## src/rtl/mem_stage_ctrl.sv

```systemverilog
// mem_stage_ctrl: MEM-stage data-memory controller between the EX/MEM register and the data cache.
// Define MEM_STAGE_PERF_CNT_EN to build the access and stall performance counters.
module mem_stage_ctrl #(
    parameter int unsigned TIMEOUT    = 0,
    parameter int unsigned PERF_CNT_W = 32
) (
    input  logic                  i_clk,
    input  logic                  i_rst_n,
    input  logic                  i_mem_read,
    input  logic                  i_mem_write,
    input  logic [2:0]            i_funct3,
    input  logic [31:0]           i_addr,
    input  logic [31:0]           i_store_data,
    input  logic                  i_pipe_advance,
    output logic                  o_dmem_read,
    output logic                  o_dmem_write,
    output logic [31:0]           o_dmem_address,
    output logic [31:0]           o_dmem_wdata,
    output logic [3:0]            o_dmem_mbe,
    input  logic [31:0]           i_dmem_rdata,
    input  logic                  i_dmem_resp,
    output logic                  o_mem_stall,
    output logic [31:0]           o_load_data,
    output logic                  o_misaligned,
    output logic                  o_bus_err,
    output logic [PERF_CNT_W-1:0] o_perf_access,
    output logic [PERF_CNT_W-1:0] o_perf_stall
);

    localparam int unsigned       WAIT_W    = (TIMEOUT > 1) ? $clog2(TIMEOUT) : 1;
    localparam logic [WAIT_W-1:0] WAIT_LAST = WAIT_W'((TIMEOUT == 0) ? 0 : TIMEOUT - 1);

    typedef enum logic [1:0] {
        ST_IDLE   = 2'd0,
        ST_ACCESS = 2'd1,
        ST_DONE   = 2'd2
    } state_t;

    state_t            r_state;
    logic              r_dmem_read;
    logic              r_dmem_write;
    logic [31:0]       r_dmem_address;
    logic [31:0]       r_dmem_wdata;
    logic [3:0]        r_dmem_mbe;
    logic [2:0]        r_funct3;
    logic [1:0]        r_lane;
    logic [31:0]       r_load_data;
    logic              r_bus_err;
    logic [WAIT_W-1:0] r_wait;

    logic              w_is_byte;
    logic              w_is_half;
    logic              w_is_word;
    logic              w_access;
    logic              w_misaligned;
    logic              w_req;
    logic              w_timeout;
    logic              w_mem_stall;
    logic [3:0]        w_store_mbe;
    logic [3:0]        w_mbe;
    logic [31:0]       w_wdata;
    logic [31:0]       w_shifted;
    logic [31:0]       w_load_ext;

    // Size decode; the reserved encoding 2'b11 is handled as a word access.
    assign w_is_byte = (i_funct3[1:0] == 2'b00);
    assign w_is_half = (i_funct3[1:0] == 2'b01);
    assign w_is_word = i_funct3[1];

    // Gating with the reset keeps every combinational output low while reset is held.
    assign w_access     = (i_mem_read | i_mem_write) & i_rst_n;
    assign w_misaligned = w_access &
                          ((w_is_half & i_addr[0]) | (w_is_word & (i_addr[1:0] != 2'b00)));
    assign w_req        = w_access & ~w_misaligned;

    always_comb begin
        w_store_mbe = 4'hF;
        if (w_is_byte) begin
            w_store_mbe = 4'b0001 << i_addr[1:0];
        end else if (w_is_half) begin
            w_store_mbe = 4'b0011 << i_addr[1:0];
        end
    end

    assign w_mbe = i_mem_write ? w_store_mbe : 4'hF;

    // Each byte lane picks its source byte of rs2 for the access size; disabled lanes read 0.
    generate
        for (genvar gi = 0; gi < 4; gi++) begin : g_lane
            logic [7:0] w_lane_src;

            always_comb begin
                w_lane_src = i_store_data[8*gi +: 8];
                if (w_is_byte) begin
                    w_lane_src = i_store_data[7:0];
                end else if (w_is_half) begin
                    w_lane_src = i_store_data[8*(gi%2) +: 8];
                end
            end

            assign w_wdata[8*gi +: 8] = (i_mem_write & w_store_mbe[gi]) ? w_lane_src : 8'h00;
        end
    endgenerate

    // Extension uses the size/sign and byte offset latched when the request was issued.
    always_comb begin
        w_shifted = i_dmem_rdata >> {r_lane, 3'b000};
        case (r_funct3[1:0])
            2'b00:   w_load_ext = {{24{~r_funct3[2] & w_shifted[7]}}, w_shifted[7:0]};
            2'b01:   w_load_ext = {{16{~r_funct3[2] & w_shifted[15]}}, w_shifted[15:0]};
            default: w_load_ext = i_dmem_rdata;
        endcase
    end

    assign w_timeout   = (TIMEOUT != 0) && (r_wait == WAIT_LAST);
    assign w_mem_stall = (r_state == ST_ACCESS) | ((r_state == ST_IDLE) & w_req);

    always_ff @(posedge i_clk or negedge i_rst_n) begin
        if (!i_rst_n) begin
            r_state        <= ST_IDLE;
            r_dmem_read    <= 1'b0;
            r_dmem_write   <= 1'b0;
            r_dmem_address <= '0;
            r_dmem_wdata   <= '0;
            r_dmem_mbe     <= '0;
            r_funct3       <= '0;
            r_lane         <= '0;
            r_load_data    <= '0;
            r_bus_err      <= 1'b0;
            r_wait         <= '0;
        end else begin
            case (r_state)
                ST_IDLE: begin
                    if (w_req) begin
                        r_state        <= ST_ACCESS;
                        r_dmem_read    <= ~i_mem_write;
                        r_dmem_write   <= i_mem_write;
                        r_dmem_address <= {i_addr[31:2], 2'b00};
                        r_dmem_wdata   <= w_wdata;
                        r_dmem_mbe     <= w_mbe;
                        r_funct3       <= i_funct3;
                        r_lane         <= i_addr[1:0];
                        r_wait         <= '0;
                    end
                end
                ST_ACCESS: begin
                    // A response arriving on the timeout cycle still completes normally.
                    if (i_dmem_resp) begin
                        r_state      <= ST_DONE;
                        r_dmem_read  <= 1'b0;
                        r_dmem_write <= 1'b0;
                        r_load_data  <= w_load_ext;
                    end else if (w_timeout) begin
                        r_state      <= ST_DONE;
                        r_dmem_read  <= 1'b0;
                        r_dmem_write <= 1'b0;
                        r_load_data  <= '0;
                        r_bus_err    <= 1'b1;
                    end else begin
                        r_wait <= r_wait + 1'b1;
                    end
                end
                ST_DONE: begin
                    if (i_pipe_advance) begin
                        r_state   <= ST_IDLE;
                        r_bus_err <= 1'b0;
                    end
                end
                default: begin
                    r_state <= ST_IDLE;
                end
            endcase
        end
    end

`ifdef MEM_STAGE_PERF_CNT_EN
    logic [PERF_CNT_W-1:0] r_perf_access;
    logic [PERF_CNT_W-1:0] r_perf_stall;

    always_ff @(posedge i_clk or negedge i_rst_n) begin
        if (!i_rst_n) begin
            r_perf_access <= '0;
            r_perf_stall  <= '0;
        end else begin
            if ((r_state == ST_ACCESS) && i_dmem_resp) begin
                r_perf_access <= r_perf_access + 1'b1;
            end
            if (w_mem_stall) begin
                r_perf_stall <= r_perf_stall + 1'b1;
            end
        end
    end

    assign o_perf_access = r_perf_access;
    assign o_perf_stall  = r_perf_stall;
`else
    assign o_perf_access = '0;
    assign o_perf_stall  = '0;
`endif

    assign o_dmem_read    = r_dmem_read;
    assign o_dmem_write   = r_dmem_write;
    assign o_dmem_address = r_dmem_address;
    assign o_dmem_wdata   = r_dmem_wdata;
    assign o_dmem_mbe     = r_dmem_mbe;
    assign o_mem_stall    = w_mem_stall;
    assign o_load_data    = r_load_data;
    assign o_misaligned   = w_misaligned;
    assign o_bus_err      = r_bus_err;

endmodule

```

## config.mk

```make
export PLATFORM = sky130hd
export DESIGN_NAME = mem_stage_ctrl
export DESIGN_NICKNAME = d
export VERILOG_FILES = /design/src/rtl/mem_stage_ctrl.sv
export SDC_FILE = /design/constraint.sdc
export NUM_CORES = 1
export LEC_CHECK = 0
export BUFFER_PORTS_ARGS = -buffer_cell sky130_fd_sc_hd__buf_2
export CORE_MARGIN = 1.5
export CORE_UTILIZATION = 42
export CTS_CLUSTER_SIZE = 12
export DETAILED_ROUTE_END_ITERATION = 7
export PLACE_DENSITY = 0.74
export SLEW_MARGIN = 5
export SYNTH_ARGS = -nofsm -noshare
export SYNTH_HDL_FRONTEND = slang
export SYNTH_SLANG_ARGS = --single-unit
```

## constraint.sdc

```tcl
create_clock -name i_clk -period 1.65 [get_ports i_clk]
set_input_delay 0.0825 -clock i_clk [delete_from_list [all_inputs] [get_ports i_clk]]
set_output_delay 0.0825 -clock i_clk [all_outputs]
set_load 0.005 [all_outputs]
```

# Word level (Yosys, flattened, before mapping)
# Index checks and enable logic that the tools add are counted.
dict set report word_totals {
  register_bits 107
  input_bits 105
  output_inout_bits 169
  elab_cells 68
}
dict set report classes {
  n_reduce_logical 9
  bitwise_logic 18
  shifts 3
  n_mux 22
  eq_ne 7
}
# operator count
set ops {}
lappend ops {{$mux W8} 9}
lappend ops {{$pmux W32 S2} 1}
lappend ops {{$shr A32 B5 Y16} 1}
lappend ops {{$and A1 B1 Y1} 12}
lappend ops {{$mux W4} 3}
lappend ops {{$eq A2 B1 Y1 const B} 3}
lappend ops {{$logic_not A2 Y1} 3}
lappend ops {{$mux W2} 3}
lappend ops {{$ne A2 B2 Y1 const B} 3}
lappend ops {{$pmux W2 S3} 1}
lappend ops {{$reduce_and A3 Y1} 2}
lappend ops {{$pmux W1 S2} 2}
lappend ops {{$reduce_and A2 Y1} 2}
lappend ops {{$reduce_bool A2 Y1} 2}
lappend ops {{$shl A1 B2 Y4 const A} 1}
lappend ops {{$shl A2 B2 Y4 const A} 1}
lappend ops {{$mux W1} 3}
lappend ops {{$not A1 Y1} 3}
lappend ops {{$or A1 B1 Y1} 3}
lappend ops {{$eq A2 B2 Y1 const B} 1}

# Logic depth before layout (Yosys ltp)
dict set report logic_depth {
  depth_word 8
  mapped_depth 8
  ltp_nobuf 6
}

# Worst setup path before layout
# Ideal clock, no wire load.
dict set report synth_path {
  path_kind {register to register}
  startpoint {register r_lane[1]}
  endpoint {register r_load_data[22] (netlist: o_load_data[22])}
  setup_time_ps 126
  slack_ps -73
  synth_period_minus_slack_ps 1723
  path_buffers 2
  t_required_ps 1524
  path_stages_with_launch 7
  arrival_time_ps 1597
  path_cell_list {dfrtp_1 buf_2 mux2i_1 o22ai_1 o311ai_4 buf_4 nand3_1}
}
dict set report synth_via {
  elab_chain_cells 3
  elab_cells_between_ends 4
  classes_between {shift: 1; mux: 1; bitwise: 2}
}
# item line_no
set synth_rtl {}
lappend synth_rtl {{from (decl)} 46} ;# logic [1:0] r_lane;
lappend synth_rtl {{from (signal assigned)} 142} ;# r_lane <= i_addr[1:0];
lappend synth_rtl {{$shr A32 B5 Y16 *} 107} ;# w_shifted = i_dmem_rdata >> {r_lane, 3'b000};
lappend synth_rtl {{$and A1 B1 Y1 (on tied branches)} {110, 109}}
lappend synth_rtl {{$pmux W32 S2 *} 108} ;# case (r_funct3[1:0])
lappend synth_rtl {{to (signal assigned)} 152} ;# r_load_data <= w_load_ext;
lappend synth_rtl {{to (decl)} 47} ;# logic [31:0] r_load_data;
# Every way passes the cells marked *; elsewhere a longest branch is shown, timed or not.
# A chain may end at the register's enable or synchronous reset.

# Worst setup path after layout
dict set report layout_path {
  startpoint {register r_state[1]}
  endpoint {output port o_mem_stall}
}
dict set report layout_via {
  elab_chain_cells 3
  elab_cells_between_ends 4
  classes_between {eq/ne: 1; bitwise: 2; reduce/logical: 1}
}
# item line_no
set layout_rtl {}
lappend layout_rtl {{from (decl)} 39} ;# state_t r_state;
lappend layout_rtl {{from (signal assigned)} 120} ;# r_state <= ST_IDLE;
lappend layout_rtl {{from (signal assigned)} 135} ;# r_state <= ST_ACCESS;
lappend layout_rtl {{from (signal assigned)} 149} ;# r_state <= ST_DONE;
lappend layout_rtl {{$logic_not A2 Y1} 116} ;# assign w_mem_stall = (r_state == ST_ACCESS) | ((r_state == ST_IDLE) & w_req);
lappend layout_rtl {{$and A1 B1 Y1} 116}
lappend layout_rtl {{$or A1 B1 Y1 *} 116}
lappend layout_rtl {{to (decl)} 22} ;# output logic o_mem_stall,
# Marks and branches as above.

==> metrics.cfg <==
[run_status]
status = finished, violations left
violations = negative setup slack

[synthesis]
synth.distinct_cells = 39
synth_top_area_share = 0.480
synth.largest_area_cell = dfrtp_1
synth_area_leaders = dfrtp_1 48%, nand2_1 12%, buf_4 9.1%, mux2i_1 6.1%, nand3_1 3.8%
syn_inst = 633
syn_area_per_cell_sq_um = 8.82
ys.flop_type = dfrtp_1
ys_async_sr_fraction = 1.00
syn_area_sq_um = 5580
yosys_warnings = 0
synth_commonest_cells = 177 x nand2_1, 107 x dfrtp_1, 68 x buf_4, 42 x nand3_1, 35 x o21ai_0
synth_edf_count = 0
yosysSeqAreaShare = 0.480
synth-seq-cells = 107
synth.most_common_cell = nand2_1

[global_routing]
grt_pass1_vias = 5085
gr-usage-met3 = 0.0555
antenna_found_initial = 1
grt-ovfl-total = 0
grt_util_all_layers = 0.239
grt_pass1_wl_microns = 26200
grtUsageMet1 = 0.290
grt_max_degree = 42
grtUsageMet2 = 0.415
grt_busiest_layer = met2

[routing]
drc_errors = 0
ant_nets = 0
num_vias = 5245
viasPerCell = 4.84
wl_per_cell_microns = 15.4
wirelength_microns = 16600
drt_iter0_drc = 348
firstDrtPassIters = 4

[power_and_ir_drop]
power.total_mw = 10.1
p_leak_nw = 4.20
swShare = 0.349
p_per_area_nw_per_um2 = 1310
ir_drop_mv = 0.699
power_frac_comb = 0.388
p_int_mw = 6.59
p_sw_mw = 3.52
power_frac_seq = 0.407
p_clk_frac = 0.204

[job]
drv_cap = 0

[setup_path]
startpoint_type = register
path_buf_inv = 2
end_kind = output port
arrival_ns = 1.77
critical-path-top-delay-family = simple AND/OR/NAND/NOR gates
path_depth = 5
path_cells = or2_4 -> or4_4 -> buf_12 -> nand2_4 -> buf_6
worst_ep_required_time_ns = 1.57
r2r_cells = 6
path_max_fanout = 2
rr_startpoint = r_state[1]
cpMaxStageDelayCell = or4_4
cp-startpoint = r_state[1]
crit_path_end = o_mem_stall
rrSetupSlack_ns = -0.19
slowest_delay_ns = 0.51
r2r-end = o_dmem_address[26]
crit_type = reg2out

[timing]
worst_slack_ns = -0.201
hold_viol = 0
layout_min_cycle_time_ns = 1.85
worstMarginPinSlew_ns = 0.537
slew_headroom = 0.642
whs_ns = 0.00915
finalMaxSlewViolations = 0
rsz0062_at_grt = true
period_share = 1.12
max_freq_mhz = 540
setup_violations = 71
skew_ns = 0.00599

[cts]
root_buffer = clkbuf_16
cts_tree = yes
clock_path_buffers = 2
clk_latency_ns = 0.35
cts_buffers = 9
htreeDepth = 3
cts_sinks = 107
cts.clk_slew.worst_paths_ns = 0.07

[placement]
io_buffers = 206
place_ws_ns = -0.167
dpl.hpwl_microns = 11600
place_congestion = 0.827

[floorplanning]
chipHeight_microns = 118
rows = 41
die_w_microns = 118
dieArea_sq_um = 14000
core-area_sq_um = 12800
io_pins = 274
start_util = 0.437

[worst_hold_path]
hold_path_class = in2reg

[final_layout]
syn_to_final_growth_pct = 38.6
n_fill_cell = 1117
nets = 1015
drive_gt1_frac = 0.326

-- registers in the layout, summed over array words and instances (netlist names) --
signal / count
o_dmem_mbe: 4
o_dmem_address: 30
r_funct3: 3
o_dmem_wdata: 32
o_dmem_read: 1
r_state: 2
r_lane: 2
o_dmem_write: 1
o_load_data: 32
-- cell type report --
type                       instances  area [sq um]  share of cell area
tap                              172           215              0.0278
inverter                           5          18.8             0.00243
antenna                            1          2.50            0.000323
clock inverter                     6          40.0             0.00518
sequential                       107          2680               0.346
timing repair buffer             299          2020               0.261
multi-input combinational        484          2520               0.326
clock buffer                      10           239              0.0309
-- logic make-up (layout without fill, tap and decap cells) --
family | Yosys count | after routing | synth area share
muxes | 34 | 34 | 0.0610
other | 1 | 68 | 0.000672
adders and majority gates | 4 | 4 | 0.00896
and+or+nand+nor | 274 | 274 | 0.211
buffers and inverters | 108 | 320 | 0.127
DFF | 107 | 107 | 0.480
AOI/OAI and AO/OA | 105 | 105 | 0.111
-- metal layers --
metal	wire (microns)	up-vias
met5	0	-
li1	-	2514
met1	6720	2501
met4	266	0
met3	1100	17
met2	8550	213
-- tightest hold or removal path, stage by stage --
cell and delay [ns]:
buf_2 0.09, nand3_1 0.07, nand3_1 0.08
-- how the worst min path moves through the flow --
stage / cells past startpoint / slack (ns) / startpoint / endpoint
after floorplan: 0 / -0.21 / i_rst_n / o_dmem_address[10]
after detailed placement: 2 / 0.15 / i_rst_n / o_dmem_read
after global routing: 3 / 0.005 / i_dmem_rdata[31] / o_load_data[31]
after CTS: 3 / 0.0005 / i_store_data[0] / o_dmem_wdata[0]
after global placement: 2 / 0.15 / i_rst_n / o_dmem_read
final: 3 / 0.009 / i_dmem_rdata[26] / o_load_data[26]
-- repair_timing --
action | in CTS | in global routing
endpoints found under the setup margin | 44 | 105
gates resized for setup | 12 | 21
gates cloned | 2 | 0
pin swaps | 2 | 5
buffers inserted | 3 | 2
endpoints found under the hold margin | 113 | 0
hold buffers | 45 | 0
-- power by group through the flow --
stage	clock [mW]	combinational [mW]	sequential (mW)
after global placement	0	3.58	4.13
after floorplan	0	1.89	4.20
after CTS	2.13	3.84	4.12
after detailed placement	0	3.65	4.15
final	2.07	3.93	4.12
after global routing	2.24	4.35	4.25
-- cells in the final DEF (no fill, tap or decap), drive strengths merged, types with 2 or more instances in the layout --
| master | synthesis | layout |
|---|---|---|
| nand2b | 8 | 8 |
| a21oi | 34 | 34 |
| or2 | 9 | 9 |
| nor2b | 6 | 6 |
| clkinv | 0 | 4 |
| clkbuf | 17 | 10 |
| nand3 | 42 | 42 |
| a211o | 2 | 2 |
| ha | 4 | 4 |
| bufbuf | 0 | 2 |
| dlygate4sd3 | 0 | 45 |
| inv | 5 | 6 |
| a31oi | 2 | 2 |
| nor4 | 2 | 2 |
| conb | 1 | 67 |
| nand2 | 177 | 177 |
| dfrtp | 107 | 107 |
| a21o | 3 | 3 |
| o21a | 2 | 2 |
| mux2i | 34 | 34 |
| buf | 86 | 252 |
| o22ai | 3 | 3 |
| o22a | 9 | 9 |
| o21ai | 45 | 45 |
| nor3b | 2 | 2 |
| nor2 | 22 | 22 |
-- metrics by stage --
step                       util  instances  cell area, sq um  setup TNS, ns
after floorplan               -        699              5840              0
after global placement    0.530       1015              6770        -0.0825
after detailed placement  0.530       1015              6770          -1.79
after CTS                 0.598       1081              7630         -13.46
after global routing      0.606       1084              7740         -13.53
final                     0.606       1084              7740          -9.27
(Power assumes the default switching activity.)
